File: config.mk
export PLATFORM = sky130hd
export DESIGN_NAME = screen_sequencer
export DESIGN_NICKNAME = d
export VERILOG_FILES = /design/src/rtl/screen_sequencer.sv
export SDC_FILE = /design/constraint.sdc
export NUM_CORES = 1
export LEC_CHECK = 0
export ABC_AREA = 1
export BUFFER_PORTS_ARGS = -buffer_cell sky130_fd_sc_hd__clkbuf_2
export CORE_UTILIZATION = 54
export CTS_CLUSTER_DIAMETER = 200
export DETAILED_ROUTE_END_ITERATION = 6
export PLACE_DENSITY_LB_ADDON = 0.3
export SYNTH_ARGS = -nofsm -noshare
export SYNTH_HDL_FRONTEND = slang
export SYNTH_SLANG_ARGS = --single-unit
File: constraint.sdc
create_clock -name clk -period 1.84 [get_ports clk]
set_clock_uncertainty 0.2 [all_clocks]
set_input_delay 0.092 -clock clk [delete_from_list [all_inputs] [get_ports clk]]
set_output_delay 0.092 -clock clk [all_outputs]
set_load 0.02 [all_outputs]
File: src/rtl/screen_sequencer.sv
// screen_sequencer: VGA screen-mode FSM (TITLE/FADE/PLAY/OVER) and registered RGB332 pixel select.
// Optional macro ATTRACT_TIMEOUT_EN adds an automatic OVER -> TITLE exit after TIMEOUT_FRAMES.
module screen_sequencer #(
    parameter int AV_Y            = 480,
    parameter int BLINK_FRAMES    = 30,
    parameter int FADE_FRAMES     = 8,
    parameter int OVER_MIN_FRAMES = 120,
    parameter int BAR_Y0          = 400,
    parameter int TIMEOUT_FRAMES  = 600
) (
    input  logic       clk,
    input  logic       reset,
    input  logic [9:0] x,
    input  logic [9:0] y,
    input  logic       video_on,
    input  logic       start_btn,
    input  logic       game_over,
    input  logic [7:0] title_color,
    input  logic [7:0] game_color,
    input  logic [7:0] over_color,
    output logic [7:0] rgb,
    output logic [1:0] mode,
    output logic       game_enable,
    output logic       frame_tick
);
    typedef enum logic [1:0] {TITLE = 2'd0, FADE = 2'd1, PLAY = 2'd2, OVER = 2'd3} state_t;
    localparam int OW = $clog2(OVER_MIN_FRAMES + TIMEOUT_FRAMES + 2);
    localparam int BW = $clog2(2 * BLINK_FRAMES + 1);
    localparam int FW = $clog2(FADE_FRAMES + 1);
    state_t          st;
    logic            s_meta, s_sync, s_prev, start_pulse;
    logic            at_bnd, bnd_prev;
    logic            pending, in_bar, bar_on, timeout;
    logic [FW-1:0]   fade_cnt;
    logic [1:0]      fade_step;
    logic [OW-1:0]   over_cnt;
    logic [BW-1:0]   blink_cnt;
    logic [7:0]      dim, pix;
    assign mode        = st;
    assign start_pulse = s_sync && !s_prev;
    assign at_bnd      = (x == 10'd0) && (y == 10'(AV_Y));
`ifdef ATTRACT_TIMEOUT_EN
    assign timeout = over_cnt >= OW'(TIMEOUT_FRAMES);
`else
    assign timeout = 1'b0;
`endif
    always_comb begin
        in_bar = (y >= 10'(BAR_Y0)) && (y < 10'(BAR_Y0 + 8)) && (x >= 10'd192) && (x <= 10'd447);
        bar_on = blink_cnt < BW'(BLINK_FRAMES);
        dim    = {title_color[7:5] >> fade_step, title_color[4:2] >> fade_step, title_color[1:0] >> fade_step};
        pix    = !video_on   ? 8'h00 :
                 st == TITLE ? ((in_bar && bar_on) ? 8'hFF : title_color) :
                 st == FADE  ? dim :
                 st == PLAY  ? game_color :
                 (over_color != 8'h00 ? over_color : game_color);
    end
    // Mode changes are gated by frame_tick so the source switch never lands mid-frame.
    always_ff @(posedge clk or negedge reset) begin
        if (!reset) begin
            st          <= TITLE;
            rgb         <= 8'h00;
            game_enable <= 1'b0;
            frame_tick  <= 1'b0;
            s_meta      <= 1'b0;
            s_sync      <= 1'b0;
            s_prev      <= 1'b0;
            bnd_prev    <= 1'b0;
            pending     <= 1'b0;
            fade_cnt    <= '0;
            fade_step   <= 2'd0;
            over_cnt    <= '0;
            blink_cnt   <= '0;
        end else begin
            s_meta     <= start_btn;
            s_sync     <= s_meta;
            s_prev     <= s_sync;
            bnd_prev   <= at_bnd;
            frame_tick <= at_bnd && !bnd_prev;
            rgb        <= pix;
            if (start_pulse && (st == TITLE || (st == OVER && over_cnt >= OW'(OVER_MIN_FRAMES))))
                pending <= 1'b1;
            if (frame_tick) begin
                case (st)
                    TITLE: begin
                        if (pending) begin
                            st        <= FADE;
                            fade_step <= 2'd0;
                            fade_cnt  <= '0;
                            pending   <= 1'b0;
                        end else begin
                            blink_cnt <= (blink_cnt == BW'(2 * BLINK_FRAMES - 1)) ? '0 : blink_cnt + 1'b1;
                        end
                    end
                    FADE: begin
                        if (fade_cnt == FW'(FADE_FRAMES - 1)) begin
                            fade_cnt <= '0;
                            if (fade_step == 2'd3) begin
                                st          <= PLAY;
                                game_enable <= 1'b1;
                                pending     <= 1'b0;
                            end else begin
                                fade_step <= fade_step + 1'b1;
                            end
                        end else begin
                            fade_cnt <= fade_cnt + 1'b1;
                        end
                    end
                    PLAY: begin
                        if (game_over) begin
                            st          <= OVER;
                            game_enable <= 1'b0;
                            over_cnt    <= '0;
                            pending     <= 1'b0;
                        end
                    end
                    OVER: begin
                        if (over_cnt != '1)
                            over_cnt <= over_cnt + 1'b1;
                        if (pending || timeout) begin
                            st        <= TITLE;
                            blink_cnt <= '0;
                            pending   <= 1'b0;
                        end
                    end
                    default: ;
                endcase
            end
        end
    end
endmodule
Yosys cells after proc, flatten, opt, wreduce, memory -nomap -nowiden

Cells that the tools add are included.

Add/sub/neg operators: 4
Magnitude comparators: 6
Eq/ne operators: 16
Shift-type cells: 3
Muxes and demuxes: 36
Reductions and logical operators: 26

Operators by type and width:

| kind                                                                          | count |
|---|---|
| 8-bit two-way mux                                                             | 6 |
| 10-bit two-way mux                                                            | 2 |
| 10-bit one-hot mux with 2 select lines                                        | 1 |
| 6-bit two-way mux                                                             | 3 |
| 2-bit two-way mux                                                             | 7 |
| 6-bit one-hot mux with 2 select lines                                         | 1 |
| 10-bit by 1-bit adder with 10-bit output, second input constant               | 1 |
| 10-bit by 9-bit equality test with 1-bit output, second input constant        | 1 |
| 10-bit by 7-bit >= comparator with 1-bit output, second input constant        | 1 |
| 10-bit by 8-bit >= comparator with 1-bit output, second input constant        | 1 |
| 10-bit by 9-bit >= comparator with 1-bit output, second input constant        | 1 |
| 10-bit by 9-bit <= comparator with 1-bit output, second input constant        | 1 |
| 10-bit zero test                                                              | 1 |
| 10-bit by 9-bit less-than comparator with 1-bit output, second input constant | 1 |
| 10-bit != test, second input constant                                         | 1 |
| 2-bit != test, second input constant                                          | 5 |
| 5-bit AND reduction                                                           | 2 |
| 1-bit logical AND                                                             | 9 |
| 1-bit two-way mux                                                             | 9 |
| 4-bit two-way mux                                                             | 2 |
| 2-bit one-hot mux with 4 select lines                                         | 1 |
| 4-bit one-hot mux with 2 select lines                                         | 1 |
| 4-bit AND reduction                                                           | 2 |
| 2-bit nonzero test                                                            | 4 |
| 21 further kinds                                                              | 27 |

Register bits: 39
Bits of input ports: 49
Output and inout bits: 12

Depth between registers and ports, before layout

Depth after elaboration: 9
Mapped depth: 11
Gate-level depth less buffers: 10

Worst setup path before layout

Ideal clock, no wire load.

Path type: register -> register
From: register st[0] (netlist: mode[0])
To: register fade_step[1]
Setup time: 0.117 ns
Arrival: 1.552 ns
Setup slack: -0.029 ns
Stages on the path, launching flop included: 12
Buffers on the path: 1
Cells stage by stage: dfrtp_1 -> inv_1 -> ha_1 -> buf_6 -> nand2_1 -> nand2_1 -> nor2_4 -> nand2_2 -> a21oi_2 -> inv_1 -> nand2_1 -> nand2_1

Cells in the longest elaborated chain, start to end: 3

Ends and longest elaborated chain:

| item                                                                                     | line | RTL |
|---|---|---|
| start, declared                                                                          | 30   | `state_t st;` |
| start signal, assigned                                                                   | 60   | `st <= TITLE;` |
| start signal, assigned                                                                   | 86   | `st <= FADE;` |
| start signal, assigned                                                                   | 98   | `st <= PLAY;` |
| 2-bit by 1-bit equality test with 1-bit output / 2-bit zero test (equally long branches) | 83   | `case (st)` |
| 2-bit != test (no source line) (tied with other cells)                                   | -    |  |
| 5-bit AND reduction (no source line)                                                     | -    |  |
| end signal, assigned                                                                     | 102  | `fade_step <= fade_step + 1'b1;` |
| end, declared                                                                            | 35   | `logic [1:0] fade_step;` |

Parallel ways exist; a longest one is shown, timed or not.
A chain may end at the register's enable or synchronous reset.

Worst setup path after layout

Ends and elaborated chain as after synthesis.

==> impl_metrics.tcl <==
set metrics [dict create \
    status "finished with violations" \
    failed_checks "negative hold slack" \
    drtAntennaViolNets 0 \
    nets 530 \
    synth_xor_area_share_pct 1.735 \
    cp.required_ns 1.83 \
    drt-pass1-iter-count 4 \
    drc_errors 0 \
    slew_headroom_pct 65.33 \
    p_leak_uw 0.001732 \
    rrSetupSlack_ns 0.04 \
    setup_viol 0 \
    antenna_found_initial 0 \
    ir_drop_mv 0.3352 \
    maxSlewViolCount 0 \
    area_growth_pct 37.83 \
    clk_latency_ns 0.30 \
    grt_max_degree 20 \
    synthArstFlopShare_pct 100.0 \
    start_util_pct 57.17 \
    ys_types 31 \
    crit_chain "inv_1, ha_4, nand2_1, nand2_1, nor2_4, nand2_2, a21oi_4, inv_1, nand2_1, nand2_1" \
    grt_pass1_vias 2684 \
    regArea_um2 978.4 \
    fin_crit_ns 1.795 \
    wire_per_inst_um 12.93 \
    cts_buffers 5 \
    num_rows 24 \
    wirelength_um 6788 \
    setup.worst_path.end "fade_step[1]$_DFFE_PN0P_" \
    ys.flop_type "dfrtp_1" \
    crit_start "mode[0]$_DFFE_PN0P_" \
    min_path_type "in2reg" \
    htree_levels 2 \
    crit_top_cell "nand2_1" \
    synth_edf_count 0 \
    rr_worst_depth 10 \
    fill_cells 299 \
    clock_path_buffers 2 \
    r2r-end "fade_step[1]$_DFFE_PN0P_" \
    synth_common_cells "nand2_1 (89), nor2_1 (57), inv_1 (47)" \
    grt_pass1_wl_um 11560 \
    synth_top_family_by_area "simple AND/OR/NAND/NOR gates" \
    post-route-period-util_pct 97.56 \
    cts_num_sinks 39 \
    netlist_area_um2 2524 \
    syn_avg_cell_area_um2 6.933 \
    yosys.area_share.simple_pct 34.51 \
    drv_cap 0 \
    crit_path_start_kind "register" \
    dp_hpwl_um 4335 \
    synth.most_common_cell "nand2_1" \
    grt.total_usage_pct 29.24 \
    tightest_slew_ns 0.5201 \
    muxShareOfSynthArea_pct 0 \
    drt-initial-drc-count 241 \
    dp_slack_ns -0.07813 \
    dieHeight_um 70.36 \
    crit_fanout 6 \
    multi_input_area_um2 1370 \
    syn_nets 422 \
    insertedDiodeCount 0 \
    grt_setup_unrepaired "yes" \
    gp_congestion 0.8484 \
    ys_warn_count 0 \
    fmax_mhz 557.1 \
    ys_top_cells_by_area "dfrtp_1 (39%), nand2_1 (13%), nor2_1 (8.5%)" \
    yosysTopAreaCell "dfrtp_1" \
    viasPerCell 5.360 \
    grt_overflow 0 \
    synth.top_cell.area_share_pct 38.67 \
    postSynthCellCount 364 \
    synth_compound_area_share_pct 11.60 \
    clk_pin_slew_worst_paths_ns 0.08 \
    cp.arrival_ns 1.79 \
    seq_area_frac_synth_pct 38.67 \
    synth_seq_cells 39 \
    p_per_area_nw_per_um2 566.6 \
    coreArea_um2 4414 \
    drive_gt1_share_pct 22.41 \
    post-route-worst-setup-slack_ns 0.04493 \
    hp-start "x[2]" \
    slowest_stage "dfrtp_2" \
    worst_setup_path_end_kind "register" \
    max_stage_delay_ns 0.40 \
    die_x_um 70.36 \
    pin_count 61 \
    cts_tree "built" \
    whs_ns -0.04030 \
    fin_util_pct 78.80 \
    r2r_start "mode[0]$_DFFE_PN0P_" \
    vias 2814 \
    die-area_um2 4951 \
    finalHoldViolCount 2 \
    synth_fa_ha_area_share_pct 4.462 \
    cts-root-buf "clkbuf_8" \
    numPortBuffers 60 \
    path_class "reg2reg" \
]
==> metal layers <==
| metal | up-vias | share of wire (%) | track usage, % |
|---|---|---|---|
| li1 | 1375 | - | - |
| met1 | 1309 | 41 | 35.44 |
| met2 | 112 | 50 | 50.26 |
| met3 | 18 | 6.6 | 6.061 |
| met4 | 0 | 2.6 | 11.78 |
| met5 | - | 0 | 0 |
==> through the flow <==
stage / instance area (µm²) / TNS [ns] / total power, µW / std cells / hold slack [ns]
6_report: 3478 / 0 / 1971 / 525 / -0.04030
5_1_grt: 3478 / -0.1280 / 2044 / 525 / 0.01367
4_1_cts: 3431 / 0 / 1965 / 523 / 0.02710
3_5_place_dp: 2924 / -0.3089 / 1053 / 479 / -0.1128
3_3_place_gp: 2924 / 0 / 1050 / 479 / -0.1191
2_1_floorplan: 2526 / 0 / 954.2 / 364 / -0.4036
==> cell type report <==
cell class	count	share of cell area [%]
timing repair buffer	106	21.29
sequential	39	28.13
inverter	50	5.396
clock buffer	5	1.978
tap	52	1.871
multi-input combinational	270	39.39
clock inverter	3	1.942
==> flip-flops by register name (all words and copies together), names as in the netlist, 2 cells and up <==
register   count
blink_cnt      6
fade_step      2
over_cnt      10
fade_cnt       4
rgb            8
mode           2
==> cells by family (layout without fill, tap and decap cells) <==
kind of cell	count (synthesis)	in the layout
simple gates	202	202
compound gates	54	54
flops	39	39
fa+ha+maj	9	9
buf+inv	55	164
xor+xnor	5	5
==> power breakdown <==
group / internal [µW] / leakage (µW) / switching, µW / total, µW
Combinational: 117 / 0.00117 / 109 / 226
Sequential: 868 / 0.000495 / 3.42 / 872
Clock: 541 / 0.0000644 / 332 / 873
==> worst max-delay path: cells and delay by family (launching register included) <==
family                     cells  cell delay [ns]
and+or+nand+nor                6             0.59
adders and majority gates      1             0.19
DFF                            1             0.40
buffers and inverters          2             0.16
AOI/OAI and AO/OA              1             0.14
==> cell usage in the layout (no fill, tap or decap), types with 4 or more instances in the layout <==
| master | instances |
|---|---|
| nand3_1 | 35 |
| nor2_1 | 57 |
| nand4_1 | 5 |
| nand2_2 | 5 |
| dfrtp_1 | 37 |
| xor2_1 | 4 |
| ha_1 | 5 |
| buf_4 | 12 |
| o21ai_0 | 25 |
| inv_1 | 46 |
| a21oi_1 | 17 |
| nor2_4 | 5 |
| dlygate4sd3_1 | 33 |
| clkbuf_2 | 60 |
| nand2_1 | 87 |
| clkbuf_8 | 5 |
==> worst min-delay path by stage <==
stage,endpoint,slack (ns),cells after the start
6_report,frame_tick$_DFF_PN0_,-0.04,6
5_1_grt,frame_tick$_DFF_PN0_,0.01,6
4_1_cts,rgb[6]$_DFF_PN0_,0.03,5
3_5_place_dp,over_cnt[4]$_DFFE_PN0P_,-0.11,1
3_3_place_gp,over_cnt[4]$_DFFE_PN0P_,-0.12,1
2_1_floorplan,blink_cnt[0]$_DFFE_PN0P_,-0.40,0
==> timing repair <==
action                                 in CTS  in global routing
buffers inserted                            0                  5
gates resized for setup                     2                 10
setup endpoints to repair                   8                 32
gates cloned                                0                  0
endpoints found under the hold margin      50                  0
hold buffers                               36                  0
pin swaps                                   0                  6
(Power assumes the default switching activity.)
